File: config.mk
export PLATFORM = sky130hd
export DESIGN_NAME = mux_pipe_n
export DESIGN_NICKNAME = d
export VERILOG_FILES = /design/src/rtl/mux_pipe_n.sv
export SDC_FILE = /design/constraint.sdc
export NUM_CORES = 1
export LEC_CHECK = 0
export ABC_AREA = 1
export CAP_MARGIN = 20
export CORE_AREA = 2 2 146 148
export CTS_BUF_LIST = sky130_fd_sc_hd__clkbuf_8
export DETAILED_ROUTE_END_ITERATION = 10
export DIE_AREA = 0 0 148 150
export GPL_ROUTABILITY_DRIVEN = 1
export PLACE_DENSITY = 0.69
export SYNTH_ARGS = -nofsm -noshare
export SYNTH_HDL_FRONTEND = slang
export SYNTH_SLANG_ARGS = --single-unit
File: constraint.sdc
create_clock -name clk -period 6.5 [get_ports clk]
set_input_delay 1.625 -clock clk [delete_from_list [all_inputs] [get_ports clk]]
set_output_delay 1.625 -clock clk [all_outputs]
set_load 0.05 [all_outputs]
File: src/rtl/mux_pipe_n.sv
// N:1 W-bit result selector with a two-entry registered pipeline (valid/ready) and a
// saturating counter of out-of-range selects.
module mux_pipe_n #(
   parameter int N     = 10,
   parameter int W     = 32,
   parameter int SEL_W = (N > 1) ? $clog2(N) : 1,
   parameter int CNT_W = 16
) (
   input  logic               clk,
   input  logic               rst,
   input  logic [N*W-1:0]     a,
   input  logic [SEL_W-1:0]   s,
   input  logic               in_valid,
   output logic               in_ready,
   output logic [W-1:0]       y,
   output logic               sel_err,
   output logic               out_valid,
   input  logic               out_ready,
   input  logic               clr_err,
   output logic [CNT_W-1:0]   err_count
);

   localparam logic [CNT_W-1:0] CNT_MAX = {CNT_W{1'b1}};

   logic [W-1:0]     mux_data_s;
   logic             mux_hit_s;
   logic             accept_s;
   logic             advance_s;
   logic             err_acc_s;

   logic             a_valid_q, a_valid_d;
   logic [W-1:0]     a_data_q,  a_data_d;
   logic             a_err_q,   a_err_d;
   logic             b_valid_q, b_valid_d;
   logic [W-1:0]     b_data_q,  b_data_d;
   logic             b_err_q,   b_err_d;
   logic [CNT_W-1:0] err_count_q, err_count_d;

   // One-hot AND-OR selection; no channel matching means the select was out of range.
   always_comb begin
      mux_data_s = {W{1'b0}};
      mux_hit_s  = 1'b0;
      for (int k = 0; k < N; k++) begin
         mux_data_s = mux_data_s | (a[k*W +: W] & {W{s == SEL_W'(k)}});
         mux_hit_s  = mux_hit_s | (s == SEL_W'(k));
      end
   end

   // Handshake: B advances from A whenever B is empty or being drained.
   always_comb begin
      advance_s = a_valid_q && (!b_valid_q || out_ready);
      in_ready  = !a_valid_q || advance_s;
      accept_s  = in_valid && in_ready;
      err_acc_s = accept_s && !mux_hit_s;
   end

   // Slot A next state: loads on accept, empties when it hands its item to B.
   always_comb begin
      a_data_d = a_data_q;
      a_err_d  = a_err_q;
      if (accept_s) begin
         a_valid_d = 1'b1;
         a_data_d  = mux_data_s;
         a_err_d   = !mux_hit_s;
      end else if (advance_s) begin
         a_valid_d = 1'b0;
      end else begin
         a_valid_d = a_valid_q;
      end
   end

   // Slot B next state: data only changes on advance so held outputs stay bit-stable.
   always_comb begin
      b_data_d = b_data_q;
      b_err_d  = b_err_q;
      if (advance_s) begin
         b_valid_d = 1'b1;
         b_data_d  = a_data_q;
         b_err_d   = a_err_q;
      end else if (out_ready) begin
         b_valid_d = 1'b0;
      end else begin
         b_valid_d = b_valid_q;
      end
   end

   // Clear takes priority but still counts an out-of-range item accepted in the same cycle.
   always_comb begin
      if (clr_err) begin
         err_count_d = CNT_W'(err_acc_s);
      end else if (err_acc_s && (err_count_q != CNT_MAX)) begin
         err_count_d = err_count_q + CNT_W'(1);
      end else begin
         err_count_d = err_count_q;
      end
   end

   // Pipeline and counter registers.
   always_ff @(posedge clk or posedge rst) begin
      if (rst) begin
         a_valid_q   <= 1'b0;
         a_data_q    <= {W{1'b0}};
         a_err_q     <= 1'b0;
         b_valid_q   <= 1'b0;
         b_data_q    <= {W{1'b0}};
         b_err_q     <= 1'b0;
         err_count_q <= {CNT_W{1'b0}};
      end else begin
         a_valid_q   <= a_valid_d;
         a_data_q    <= a_data_d;
         a_err_q     <= a_err_d;
         b_valid_q   <= b_valid_d;
         b_data_q    <= b_data_d;
         b_err_q     <= b_err_d;
         err_count_q <= err_count_d;
      end
   end

   assign y         = b_data_q;
   assign sel_err   = b_err_q;
   assign out_valid = b_valid_q;
   assign err_count = err_count_q;

endmodule

==> results.ini, run 1 <==
[sta]
rsz0062_at_grt=no
setup_viol_count_final=0
period_share_pct=71.6
slew_viol_final=0
relSlewSlack_pct=25.1
setup_tns_ns=0
fin_skew_ns=0.0105
worst_pin_slew_ns=1.12
period_minus_slack_ns=4.65
hold_violations=0
fmax_mhz=215

[placement]
dp_hpwl_um=24900
place.gp.congestion=0.952
portBuffers=379

[cells_and_area]
fin_util_pct=51.7
drive_gt1_share_pct=3.08
nets=1818
areaGrowthSynthToFinish_pct=65.3

[pwr]
p_clk_share_pct=16.5
pwr-share-comb_pct=48.7
p_seq_share_pct=34.7
p_sw_uw=824
max-vdd-ir-drop_uv=80.2
p_int_uw=1150
leakage_uw=0.00532
switching_share_pct=41.8
power.density_mw_per_mm2=184

[setup_path]
cp-end-kind=output pin
cp_cell_sequence=clkdlybuf4s50_1 -> inv_1 -> nand3_2 -> clkdlybuf4s50_1
critPathLaunchType=input pin
reg2reg_from=out_valid$_DFFE_PP0P_
path_class=input pin to output pin
slowest_delay_ns=0.81
arrival_ns=3.03
crit_slowest_cell=clkdlybuf4s50_1
worst_r2r_endpoint=err_count[7]$_DFFE_PP0P_
critical_path_required_ns=4.88
cp_max_fo=3
r2r_slack_ns=4.07
crit_top_cell=clkdlybuf4s50_1
ff2ff_path_depth=8

[hold_path]
hp-class=flip-flop to flip-flop
whs_endpoint=y[21]$_DFFE_PP0P_
min_from=y[21]$_DFFE_PP0P_
holdPathStages=2

[outcome]
status=completed

[route]
routedWlPerCell_um=18.4
drt_first_iter_violations=658
avgViaCountPerCell=4.75
drt-total-wl_um=32600
drc=0
first_pass_iters=5
vias=8412
final_antenna_net_count=0

[clock_tree]
cts_buffers=9
cts_sinks=84
postCtsResizedCells=0
clock_latency_ns=0.37
cts_tree=yes
root_buffer=clkbuf_8
ctsHtreeMaxLevel=3
holdBufCountCts=0
max-clock-path-buffers=2
cts_setup_buffers=0
clk_pin_slew_ns=0.08

[yosys]
ys_seq_elements=84
syn_area_mm2=0.00647
syn_inst=1141
synth_cell_types=21
syn-num-nets=1471
syn_avg_cell_area_um2=5.67
yosysSeqAreaShare_pct=32.5
ys_warn_count=0

[die]
top_level_ports=380
coreArea_mm2=0.0207
start_util_pct=31.3
placementRows=53
die_height_um=150
dieArea_mm2=0.0222
die_w_um=148

[global_routing]
gr-total-overflow=0
grt_pass1_vias=8165
grt_first_pass_wirelength_um=48100
grt_max_degree=49
grtUsageTotal_pct=29.1
antenna_found_initial=6

[flow_run]
max-cap-violations=0

metrics by stage:
stage	hold slack (ns)	worst slack [ns]	std cells	area, µm²	total power (µW)
3_5_place_dp	0.472	1.85	1751	10500	1650
3_3_place_gp	0.465	1.86	1750	10500	1640
4_1_cts	0.492	1.84	1766	10700	1980
5_1_grt	0.510	1.81	1769	10700	2080
2_1_floorplan	0.500	2.71	1141	6470	1180
6_report	0.487	1.85	1771	10700	1970
worst max-delay path by stage:
stage	cells after the start	startpoint	end
after floorplan	1	rst	a_data_q[0]$_DFFE_PP0P_
after global placement	4	out_ready	in_ready
after detailed placement	4	out_ready	in_ready
after CTS	4	out_ready	in_ready
after global routing	4	out_ready	in_ready
final	4	out_ready	in_ready
layer usage:
metal  global-route usage [%]  vias to the layer above  routed length [µm]
li1                         -                     4192                   -
met1                     37.9                     3794               13600
met2                     46.8                      347               15100
met3                     6.92                       75                2590
met4                     11.5                        4                1220
met5                        0                        -                  30
worst max-delay path, delay by kind of cell:
family                 cells  cell delay [ns]
AND/OR/NAND/NOR            1             0.08
buffers and inverters      3             1.32
sequential cells by signal, summed over array words and instances, names as in the netlist:
signal and count:
a_data_q 32, err_count 16, y 32, out_valid 1, sel_err 1, a_err_q 1, a_valid_q 1
power by group through the flow:
stage	combinational [µW]	clock (µW)	sequential (µW)
3_5_place_dp	959	0	694
2_1_floorplan	238	0	939
6_report	961	326	685
3_3_place_gp	949	0	691
5_1_grt	1030	354	698
4_1_cts	961	336	685
layout make-up:
| type | instances | area (µm²) |
|---|---|---|
| Antenna cell | 4 | 10.0 |
| Clock buffer | 9 | 124 |
| Clock inverter | 6 | 27.5 |
| Fill cell | 2205 | 10000 |
| Inverter | 117 | 442 |
| Multi-Input combinational cell | 884 | 3720 |
| Sequential cell | 84 | 2100 |
| Tap cell | 275 | 344 |
| Timing Repair Buffer | 392 | 3920 |
Yosys cell counts:
| library cell | n | area, µm² |
|---|---|---|
| or2_2 | 2 | 12.5 |
| nand4_1 | 13 | 81.3 |
| o21bai_1 | 3 | 22.5 |
| nor2_1 | 153 | 574 |
| ha_1 | 1 | 12.5 |
| nand3_2 | 1 | 10.0 |
| nand3_1 | 156 | 781 |
| nor2_4 | 1 | 11.3 |
| dfrtp_1 | 84 | 2100 |
| inv_1 | 114 | 428 |
| a21oi_1 | 2 | 10.0 |
| buf_6 | 1 | 11.3 |
| o21ai_0 | 36 | 180 |
| inv_2 | 2 | 7.51 |
| nor2_2 | 5 | 31.3 |
| clkinv_1 | 1 | 3.75 |
| nand2_2 | 2 | 12.5 |
| xor2_1 | 5 | 43.8 |
| clkbuf_1 | 29 | 109 |
| buf_2 | 26 | 130 |
| nand2_1 | 504 | 1890 |
cell usage in the layout, fill, tap and decap left out, types with 3 or more instances in the layout:
master / synthesis / final
xor2_1: 5 / 5
clkbuf_8: 0 / 9
clkdlybuf4s50_1: 0 / 379
nor2_2: 5 / 6
o21bai_1: 3 / 3
nand2_1: 504 / 503
nand4_1: 13 / 13
nor2_4: 1 / 7
nand2_2: 2 / 3
nand3_1: 156 / 156
diode_2: 0 / 4
inv_1: 114 / 117
nor2_1: 153 / 146
o21ai_0: 36 / 36
buf_4: 0 / 11
dfrtp_1: 84 / 84
logic make-up after synthesis:
logic type | count (synthesis) | synth area share, %
adders and majority gates | 1 | 0.193
and+or+nand+nor | 837 | 52.7
buffers and inverters | 173 | 10.7
AOI/OAI and AO/OA | 41 | 3.29
DFF | 84 | 32.5
xor gates and xnor gates | 5 | 0.677
(Power assumes the default switching activity.)
==> run 2, diff against run 1 <==
Settings changed: CORE_AREA 2 2 146 148 to 2 2 147 149, DIE_AREA 0 0 148 150 to 0 0 149 151, PLACE_DENSITY 0.69 to 0.68.
Clock period 6.5 ns to 4.65 ns, I/O delays scaled along.
==> results.ini, run 2 (synthesis gave the netlist of run 1 again) <==
[pwr]
p_seq_share_pct=32.6
switching_share_pct=39.5
pwr-share-comb_pct=45.7
p_sw_uw=1160
leakage_uw=0.00538
power.density_mw_per_mm2=271
p_clk_share_pct=21.7
max-vdd-ir-drop_uv=144
p_int_uw=1780

[setup_path]
cp.buffers_inverters=3
critPathLaunchType=input pin
cp.depth=4
arrival_ns=2.56
ff2ff_path_depth=9
critical_path_required_ns=3.49
r2r_slack_ns=2.56
cp-end-kind=output pin
path_class=input pin to output pin
crit_top_cell=clkdlybuf4s50_1
worst_r2r_endpoint=err_count[14]$_DFFE_PP0P_
cp_max_fo=3
cp_cell_sequence=clkdlybuf4s50_1 -> inv_1 -> nand3_2 -> clkdlybuf4s50_1
worstSetupStartpoint=out_ready
crit_end=in_ready
crit_slowest_cell=clkdlybuf4s50_1
reg2reg_from=err_count[0]$_DFFE_PP0P_
slowest_delay_ns=0.80
path_delay_family=buffers and inverters

[die]
die_height_um=151
dieArea_mm2=0.0225
coreArea_mm2=0.0208
start_util_pct=31.1
placementRows=53
die_w_um=149
top_level_ports=380

[global_routing]
grt_pass1_vias=8153
grtUsageTotal_pct=28.3
gr-total-overflow=0
antenna_found_initial=12
grt_max_degree=85
grt_first_pass_wirelength_um=47100

[cells_and_area]
final_cell_mix=nand2_1, clkdlybuf4s50_1, nand3_1
drive_gt1_share_pct=3.67
nets=1822
final_common_cell=nand2_1
areaGrowthSynthToFinish_pct=67.7

[clock_tree]
max-clock-path-buffers=2
clk_pin_slew_ns=0.08
cts_buffers=9
cts_tree=yes
holdBufCountCts=0
cts_setup_buffers=0
cts_sinks=84
root_buffer=clkbuf_8
clock_latency_ns=0.37
ctsHtreeMaxLevel=3
postCtsResizedCells=0

[sta]
period_share_pct=80.1
worst_pin_slew_ns=1.04
fmax_mhz=268
period_minus_slack_ns=3.73
relSlewSlack_pct=30.4
slew_viol_final=0
rsz0062_at_grt=no
hold_violations=0
setup_tns_ns=0
fin_ws_ns=0.923
setup_viol_count_final=0
fin_skew_ns=0.00673

[flow_run]
max-cap-violations=0

[route]
drt_first_iter_violations=609
drt-total-wl_um=32400
drc=0
first_pass_iters=5
final_antenna_net_count=0
routedWlPerCell_um=18.2
avgViaCountPerCell=4.76
vias=8478

[placement]
dp_hpwl_um=24800
pre_cts_ws_ns=0.890
portBuffers=379
place.gp.congestion=0.934

[hold_path]
hp-class=flip-flop to flip-flop

[outcome]
status=completed

run 2: cell types whose count changed in the layout (fill, tap and decap cells not counted):
cell        change
diode_2         +5
inv_1           -4
buf_4           +3
bufinv_16       +3
buf_16          +1
clkinv_2        +1
clkinvlp_4      +1
nor2_2          -1
nor2_4          +1
run 2: final cells by class:
cell class	count	area [µm²]
fill	2166	9980
clock buffer	9	124
tap	275	344
timing repair buffer	396	3970
clock inverter	7	115
antenna	9	22.5
sequential	84	2100
inverter	117	442
multi-input combinational	884	3730
run 2: worst min-delay path by stage:
stage | startpoint | end | slack, ns | cells after the start
floorplan | a_data_q[3]$_DFFE_PP0P_ | a_data_q[3]$_DFFE_PP0P_ | 0.50 | 4
global placement | y[4]$_DFFE_PP0P_ | y[4]$_DFFE_PP0P_ | 0.47 | 2
detailed placement | y[5]$_DFFE_PP0P_ | y[5]$_DFFE_PP0P_ | 0.47 | 2
CTS | y[5]$_DFFE_PP0P_ | y[5]$_DFFE_PP0P_ | 0.49 | 2
global route | y[5]$_DFFE_PP0P_ | y[5]$_DFFE_PP0P_ | 0.53 | 2
finish | y[11]$_DFFE_PP0P_ | y[11]$_DFFE_PP0P_ | 0.49 | 2
run 2: stage by stage:
stage / cells / hold WS [ns] / utilization [%] / power [µW] / instance area [µm²]
4_1_cts: 1770 / 0.493 / 51.7 / 2950 / 10800
2_1_floorplan: 1141 / 0.500 / - / 1650 / 6470
5_1_grt: 1781 / 0.527 / 52.1 / 3100 / 10800
3_3_place_gp: 1754 / 0.467 / 50.6 / 2300 / 10500
6_report: 1781 / 0.491 / 52.1 / 2940 / 10800
3_5_place_dp: 1754 / 0.471 / 50.6 / 2310 / 10500
run 2: power by group through the flow:
| stage | Clock (µW) | Combinational [µW] | Sequential, µW |
|---|---|---|---|
| after floorplan | 0 | 333 | 1310 |
| after global placement | 0 | 1330 | 965 |
| after detailed placement | 0 | 1340 | 971 |
| after CTS | 651 | 1340 | 959 |
| after global routing | 680 | 1440 | 977 |
| final | 638 | 1350 | 958 |
run 2: tightest hold or removal path: stages, from the launching register on:
cell	delay [ns]
dfrtp_1	0.35
nand2_1	0.05
o21ai_0	0.06
run 2: metal layers:
metal  share of wire [%]  vias to the layer above  global-route usage [%]
met5               0.089                        -                       0
met1                  41                     3833                    36.7
li1                    -                     4214                       -
met3                 8.2                       60                    5.75
met2                  47                      367                    46.7
met4                 3.1                        4                    10.7
